### config.mk
export PLATFORM = sky130hd
export DESIGN_NAME = point_ops_seq
export DESIGN_NICKNAME = d
export VERILOG_FILES = /design/src/rtl/point_ops_seq.sv
export SDC_FILE = /design/constraint.sdc
export NUM_CORES = 2
export LEC_CHECK = 0
export ABC_AREA = 1
export BUFFER_PORTS_ARGS = -buffer_cell sky130_fd_sc_hd__buf_2
export CAP_MARGIN = 40
export CORE_ASPECT_RATIO = 1.5
export CORE_MARGIN = 4
export CORE_UTILIZATION = 30
export DETAILED_ROUTE_END_ITERATION = 10
export SLEW_MARGIN = 40
export SYNTH_ARGS = -nofsm -noshare
export SYNTH_HDL_FRONTEND = slang
export SYNTH_SLANG_ARGS = --single-unit
### constraint.sdc
create_clock -name clk -period 11.95 [get_ports clk]
set_input_delay 2.39 -clock clk [delete_from_list [all_inputs] [get_ports clk]]
set_output_delay 2.39 -clock clk [all_outputs]
set_load 0.005 [all_outputs]
### src/rtl/point_ops_seq.sv
// Sequential point-arithmetic unit: one coordinate per step, restoring divider for DIV.
// Define POINT_OPS_SAT_EN to clamp overflowing ADD/SUB elements instead of wrapping.
module point_ops_seq #(
    parameter int DIM   = 2,
    parameter int WIDTH = 16,
    localparam int OUT_W = 2*WIDTH + 2 + ((DIM > 1) ? $clog2(DIM) : 1)
) (
    input  logic                   clk,
    input  logic                   reset,
    input  logic                   io_in_valid,
    output logic                   io_in_ready,
    input  logic [3:0]             io_operation,
    input  logic [DIM*WIDTH-1:0]   io_p1,
    input  logic [DIM*WIDTH-1:0]   io_p2,
    input  logic [WIDTH-1:0]       io_den,
    output logic                   io_out_valid,
    input  logic                   io_out_ready,
    output logic [DIM*WIDTH-1:0]   io_pout,
    output logic [OUT_W-1:0]       io_out,
    output logic                   io_out_err,
    output logic                   io_out_ovf
);
    localparam int IDX_W = (DIM > 1) ? $clog2(DIM) : 1;
    localparam int BIT_W = $clog2(WIDTH);

    localparam logic [3:0] OP_ADD   = 4'd0;
    localparam logic [3:0] OP_SUB   = 4'd1;
    localparam logic [3:0] OP_DIV   = 4'd2;
    localparam logic [3:0] OP_DIST2 = 4'd3;
    localparam logic [3:0] OP_MAG2  = 4'd4;

    typedef enum logic [1:0] {S_IDLE, S_ELEM, S_DIV, S_DONE} state_t;

    // Returns {overflow, element}; the element wraps or clamps depending on the build.
    function automatic logic [WIDTH:0] fit_elem(input logic signed [WIDTH:0] s);
        logic             ovf;
        logic [WIDTH-1:0] v;
        ovf = s[WIDTH] ^ s[WIDTH-1];
        v   = s[WIDTH-1:0];
`ifdef POINT_OPS_SAT_EN
        if (ovf) v = s[WIDTH] ? {1'b1, {(WIDTH-1){1'b0}}} : {1'b0, {(WIDTH-1){1'b1}}};
`endif
        return {ovf, v};
    endfunction

    state_t                  state;
    logic [3:0]              op_r;
    logic [DIM*WIDTH-1:0]    p1_r, p2_r, work;
    logic [WIDTH-1:0]        den_r, dvd, rem;
    logic [OUT_W-1:0]        acc;
    logic [IDX_W-1:0]        idx;
    logic [BIT_W-1:0]        bcnt;
    logic                    ovf_r;

    logic signed [WIDTH-1:0]     e1, e2;
    logic signed [WIDTH:0]       sum_e, dif_e;
    logic signed [2*WIDTH+1:0]   dif_x, dif_sq;
    logic signed [2*WIDTH-1:0]   e1_x, mag_sq;
    logic [WIDTH:0]              fit;
    logic [WIDTH-1:0]            abs_e, dvd_cur, rem_cur, rem_nx, dvd_nx, q_val, elem_val;
    logic [WIDTH:0]              trial, den_x;
    logic                        ge, is_addsub, idx_last, bit_last;
    logic [DIM*WIDTH-1:0]        work_upd;
    logic [OUT_W-1:0]            acc_upd;

    always_comb begin
        e1        = p1_r[idx*WIDTH +: WIDTH];
        e2        = p2_r[idx*WIDTH +: WIDTH];
        sum_e     = $signed({e1[WIDTH-1], e1}) + $signed({e2[WIDTH-1], e2});
        dif_e     = $signed({e1[WIDTH-1], e1}) - $signed({e2[WIDTH-1], e2});
        dif_x     = (2*WIDTH+2)'(dif_e);
        dif_sq    = dif_x * dif_x;
        e1_x      = (2*WIDTH)'(e1);
        mag_sq    = e1_x * e1_x;
        is_addsub = (op_r == OP_ADD) || (op_r == OP_SUB);
        fit       = fit_elem((op_r == OP_SUB) ? dif_e : sum_e);

        // Restoring divide step; the first bit of each element starts from |p1[i]| and rem=0.
        abs_e   = e1[WIDTH-1] ? ('0 - $unsigned(e1)) : $unsigned(e1);
        dvd_cur = (bcnt == '0) ? abs_e : dvd;
        rem_cur = (bcnt == '0) ? '0 : rem;
        trial   = {rem_cur, dvd_cur[WIDTH-1]};
        den_x   = {1'b0, den_r};
        ge      = (trial >= den_x);
        rem_nx  = ge ? WIDTH'(trial - den_x) : trial[WIDTH-1:0];
        dvd_nx  = {dvd_cur[WIDTH-2:0], ge};
        q_val   = e1[WIDTH-1] ? ('0 - dvd_nx) : dvd_nx;

        elem_val = (op_r == OP_DIV) ? q_val : fit[WIDTH-1:0];
        work_upd = work;
        work_upd[idx*WIDTH +: WIDTH] = elem_val;
        acc_upd  = (op_r == OP_DIST2) ? acc + OUT_W'($unsigned(dif_sq))
                                      : acc + OUT_W'($unsigned(mag_sq));
        idx_last = (idx == IDX_W'(DIM-1));
        bit_last = (bcnt == BIT_W'(WIDTH-1));
    end

    always_ff @(posedge clk) begin
        if (reset) begin
            state        <= S_IDLE;
            io_in_ready  <= 1'b1;
            io_out_valid <= 1'b0;
            io_pout      <= '0;
            io_out       <= '0;
            io_out_err   <= 1'b0;
            io_out_ovf   <= 1'b0;
        end else begin
            case (state)
                S_IDLE: begin
                    if (io_in_valid) begin
                        op_r        <= io_operation;
                        p1_r        <= io_p1;
                        p2_r        <= io_p2;
                        den_r       <= io_den;
                        work        <= '0;
                        acc         <= '0;
                        ovf_r       <= 1'b0;
                        idx         <= '0;
                        bcnt        <= '0;
                        io_in_ready <= 1'b0;
                        if (io_operation == OP_DIV) begin
                            state <= S_DIV;
                        end else if (io_operation <= OP_MAG2) begin
                            state <= S_ELEM;
                        end else begin
                            state        <= S_DONE;
                            io_out_valid <= 1'b1;
                            io_pout      <= '0;
                            io_out       <= '0;
                            io_out_err   <= 1'b1;
                            io_out_ovf   <= 1'b0;
                        end
                    end
                end
                S_ELEM: begin
                    if (is_addsub) begin
                        work  <= work_upd;
                        ovf_r <= ovf_r | fit[WIDTH];
                    end else begin
                        acc <= acc_upd;
                    end
                    if (idx_last) begin
                        state        <= S_DONE;
                        io_out_valid <= 1'b1;
                        io_out_err   <= 1'b0;
                        io_pout      <= is_addsub ? work_upd : '0;
                        io_out       <= is_addsub ? '0 : acc_upd;
                        io_out_ovf   <= is_addsub & (ovf_r | fit[WIDTH]);
                    end else begin
                        idx <= idx + IDX_W'(1);
                    end
                end
                S_DIV: begin
                    if (den_r == '0) begin
                        state        <= S_DONE;
                        io_out_valid <= 1'b1;
                        io_pout      <= '0;
                        io_out       <= '0;
                        io_out_err   <= 1'b1;
                        io_out_ovf   <= 1'b0;
                    end else begin
                        dvd  <= dvd_nx;
                        rem  <= rem_nx;
                        bcnt <= bit_last ? '0 : bcnt + BIT_W'(1);
                        if (bit_last) begin
                            work <= work_upd;
                            if (idx_last) begin
                                state        <= S_DONE;
                                io_out_valid <= 1'b1;
                                io_pout      <= work_upd;
                                io_out       <= '0;
                                io_out_err   <= 1'b0;
                                io_out_ovf   <= 1'b0;
                            end else begin
                                idx <= idx + IDX_W'(1);
                            end
                        end
                    end
                end
                S_DONE: begin
                    if (io_out_ready) begin
                        state        <= S_IDLE;
                        io_out_valid <= 1'b0;
                        io_in_ready  <= 1'b1;
                    end
                end
                default: state <= S_IDLE;
            endcase
        end
    end
endmodule

Yosys cells after proc, flatten, opt, wreduce, memory -nomap -nowiden
Index checks and enable logic that the tools add are counted.
Widths: inputs -> output; s select.
{ "totals": {"romBits": 0, "input_bits": 88, "memories": 0, "output_inout_bits": 71, "ram_bits": 0, "reg_bits": 262, "latch_bits": 0, "elab_cells": 157} }
{ "classes": {"mux": 76, "n_bitwise": 5, "eq_ne": 19, "n_reduce_logical": 21, "shift": 4, "multipliers": 2, "magnitude_cmp": 2, "add_sub_neg": 10, "n_div": 0} }
{ "op_table": {"columns": ["op", "n"], "rows": [
  ["$mux 35", 11],
  ["$mux 32", 12],
  ["$pmux 32 s3", 2],
  ["$pmux 35 s3", 1],
  ["$mux 16", 6],
  ["$pmux 35 s2", 1],
  ["$shiftx 32x6->16", 2],
  ["$add 35x32->35", 1],
  ["$add 35x34->35", 1],
  ["$mul 17x17->34", 1],
  ["$neg 5->34", 1],
  ["$shift 16x34->32 const A", 1],
  ["$shiftx 16x34->32", 1],
  ["$bwmux 32", 1],
  ["$mul 16x16->32", 1],
  ["$sub 1x16->16 const A", 2],
  ["$mux 1", 23],
  ["$ne 2x2->1 const B", 9],
  ["$add 16x16->17", 1],
  ["$ge 17x16->1", 1],
  ["$mux 17", 1],
  ["$sub 16x16->17", 1],
  ["$logic_not 16->1", 1],
  ["$sub 16x16->16", 1],
  ["other kinds (30)", 56]
]} }

Longest topological paths before layout
{ "depth": {"depth_word": 14, "mapped_depth": 59, "depth_no_buf": 54} }

Worst setup path before layout
No wires, ideal clock.
{ "synth_path": {"path_type": "register to register", "from": "register idx", "to": "register acc[31] (data pin)", "period_less_slack_ns": 9.740, "setup_time_ns": 0.266, "arrival_time_ns": 9.474, "required_ns": 11.684, "stages_incl_launch_ff": 49, "path_slack_ns": 2.210, "n_path_buf": 5, "path_cell_list": "edfxtp_1 -> inv_1 -> buf_6 -> buf_2 -> clkbuf_1 -> clkbuf_1 -> nand2_1 -> nand2_1 -> ha_1 -> inv_1 -> fa_1 -> nand2_2 -> a21oi_2 -> nand3_1 -> nand2_1 -> nand3_1 -> o2111ai_1 -> or2_2 -> [... 13 more ...] -> ha_1 -> nand2_1 -> inv_1 -> a21oi_1 -> a21boi_0 -> o21ai_0 -> o21ai_0 -> a21oi_1 -> a21oi_1 -> ha_1 -> a21oi_1 -> o21ai_0 -> a221oi_1 -> nand2_1 -> a21o_1 -> or2_2 -> nand2_1 -> nor2_1"} }
{ "synth_between": {"elab_chain_len": 7, "elab_cells_between_ends": 10, "cone_classes": "add/sub (3); mul (2); shift (2); mux (3)"} }
{ "synth_rtl": {"columns": ["item", "line", "source"], "rows": [
  ["start: declaration", "51", "logic [IDX_W-1:0] idx;"],
  ["start signal: assignment", "150", "idx <= idx + IDX_W'(1);"],
  ["start signal: assignment", "175", "idx <= idx + IDX_W'(1);"],
  ["$shiftx 32x6->16, on equally long branches", "67, 68", null],
  ["$sub 16x16->17", "70", "dif_e = $signed({e1[WIDTH-1], e1}) - $signed({e2[WIDTH-1], e2});"],
  ["$mul 17x17->34", "72", "dif_sq = dif_x * dif_x;"],
  ["$add 35x34->35", "92", "acc_upd = (op_r == OP_DIST2) ? acc + OUT_W'($unsigned(dif_sq))"],
  ["$mux 35 *", "92", null],
  ["$mux 35 *", "136", "if (is_addsub) begin"],
  ["$pmux 35 s2 *", "108", "case (state)"],
  ["end signal: assignment", "140", "acc <= acc_upd;"],
  ["end: declaration", "50", "logic [OUT_W-1:0] acc;"]
]} }
Mark *: on every way between the ends. The rest lies on a longest branch, timed or not. The select of a mux whose other input is x is not followed.
A chain may end at the register's enable or synchronous reset.

Final worst setup path
{ "layout_path": {"from": "register idx", "to": "register acc[32] (data pin)"} }
The elaborated chain is that of the path after synthesis.

==> reports/qor.csv <==
metric,value,unit
finalHoldViolCount,0,
crit_family,adder cells,
post_cts_buffers,0,
antenna_found_initial,1,
fin_tns_setup,0,ns
synth.top_cell.area_share,0.297,
min_path_type,reg2reg,
fin_crit,11.24,ns
vias_per_cell,4.74,
syn_area,34600,µm²
port_buffers,158,
drt_iter0_drc,1652,
crit_buf_inv,8,
gp_congestion,1.03,
critPathMaxFanout,18,
crit_slowest_cell,nor4_1,
htree_num_levels,1,
dieWidth,285,µm
route.vias.total,27503,
required,12.28,ns
grt.total_usage,0.187,
synth_cells,4084,
fmax,0.0890,GHz
nets,5095,
detail-route-antenna-nets,0,
core_area,114000,µm²
timing.slew.headroom,0.443,
maxCapViolations,0,
critical_path.startpoint_type,register,
clock_skew,0.0360,ns
root_buffer,clkbuf_16,
synth_area_leaders,"fa_1, edfxtp_1, inv_1, ha_1, nand2_1",
synth_fp_nets,4940,
placed_cell_area,37500,µm²
preCtsSetupSlack,0.830,ns
worst_slack,0.709,ns
drc_errors,0,
grt_pass1_wl,173,mm
antenna_cells,0,
rsz0062_at_grt,false,
drive_above_1_share,0.104,
dieHeight,424,µm
fin_area,38300,µm²
clock_sinks,262,
endpoint_kind,register,
clk_latency,0.61,ns
synth_ff_type,edfxtp_1,
ys_ff_latch,262,
ys_seq_area_frac,0.206,
cts_tree,yes,
final-setup-viol-count,0,
worst_pin_slew,0.827,ns
ys_types,61,
first_pass_iters,5,
status,finished clean,
wire_per_inst,19.3,µm
synth_edf_count,189,
critical_path.max_stage_delay,0.63,ns
clk_path_buf_depth,3,
rows,152,
cp.arrival,11.58,ns
holdBufCountCts,0,
hpwl,94.6,mm
grt_max_degree,83,
synth_warnings,0,
wl,112,mm
cts_resized,0,
async_flop_share,0,
finalCritPeriodShare,0.941,
yosysTopAreaCell,fa_1,
ios,159,
numCtsBuffers,25,
synth_area_per_cell,8.47,µm²
worstSetupPathType,reg2reg,
slew_viol_final,0,
dieArea,121000,µm²
start_util,0.302,
grt_pass1_vias,29708,
cpMostUsedCell,nand2_1,
path_clk_slew,0.07,ns
syn2layout_area_growth,10.7,%
overflow,0,
-- state kept, by name, summed over array words and instances, names as in the netlist, 2 cells and up --
signal / cells
state: 2
acc: 35
den_r: 16
rem: 16
dvd: 16
io_out: 35
io_pout: 32
op_r: 4
p1_r: 32
p2_r: 32
work: 32
bcnt: 4
-- synthesized netlist by cell type (all sizes together) (9+ instances only) --
cell type,number
xor2,67
clkbuf,78
ha,254
o21ai,185
buf,36
inv,910
nor2,430
nand2,665
nor4,10
dfxtp,73
edfxtp,189
nor3,26
nand3,149
a21boi,13
xnor2,40
or2,41
a21o,14
o211ai,15
fa,514
a22oi,9
nand4,19
a21oi,265
o21bai,9
a31oi,14
-- cell families (layout without fill, tap and decap cells) --
family                     Yosys count  in the layout  share of synthesized area
muxes                                4              4                    0.00116
AOI/OAI and AO/OA                  565            565                     0.0929
buffers and inverters             1030           1204                      0.115
and+or+nand+nor                   1348           1348                      0.167
xor gates and xnor gates           107            107                     0.0281
DFF                                262            262                      0.206
adders and majority gates          768            768                      0.389
-- metrics by stage --
stage	utilization	cells	hold WS, ns
detailed placement	0.327	5752	0.453
global placement	0.327	5752	0.454
CTS	0.335	5798	0.464
global route	0.335	5798	0.486
floorplan	-	4084	0.462
finish	0.335	5798	0.466
-- routing by layer --
layer	vias up	GRT usage	routed length, µm
met3	344	0.0148	4380
met2	859	0.351	58800
met5	-	0	17
met1	13321	0.189	37900
met4	2	0.148	11000
li1	12977	-	-
-- final timing paths --
path / startpoint / to / slack (ns) / cells after the start
worst min register to register: io_out[5]$_SDFFE_PP0P_ / io_out[5]$_SDFFE_PP0P_ / 0.47 / 2
worst min-delay path: io_out[5]$_SDFFE_PP0P_ / io_out[5]$_SDFFE_PP0P_ / 0.47 / 2
worst max register to register: idx$_SDFFCE_PN0P_ / acc[32]$_SDFFCE_PN0P_ / 0.71 / 43
worst max-delay path: idx$_SDFFCE_PN0P_ / acc[32]$_SDFFCE_PN0P_ / 0.71 / 43
-- worst min-delay path: stages, from the launching register on --
cell and delay [ns]:
dfxtp_1 0.31, nand2_1 0.06, a21oi_1 0.05
-- cells in the final DEF (no fill, tap or decap), types with 11 or more instances in the layout --
master	netlist	layout
nand3_2	12	12
nor3_1	24	22
nand2_2	31	32
a21o_1	14	14
a21oi_1	258	257
xor2_1	64	64
dfxtp_1	73	73
a21boi_0	13	13
fa_1	514	513
nand2_4	14	14
inv_1	898	897
inv_2	11	13
nand4_1	19	19
nor2_2	8	11
o21ai_1	23	25
buf_2	14	158
nand3_1	137	137
xnor2_1	40	40
buf_4	8	82
nand2_1	619	618
edfxtp_1	189	189
a31oi_1	14	14
o211ai_1	15	15
or2_2	40	40
ha_1	254	253
nor2_1	419	415
clkbuf_16	0	25
o21ai_0	150	148
-- final cells by class --
cell class / count / area, µm²
clock buffers: 30 / 674
clock inverters: 16 / 159
fillers: 12107 / 76200
inverters: 916 / 3440
multi-input cells: 2792 / 23500
flip-flops and latches: 262 / 7140
well taps: 1540 / 1930
repair buffers: 242 / 1440
Power is not shown: default switching activity piles up to over one toggle a cycle in this logic, so the estimate is an artifact.
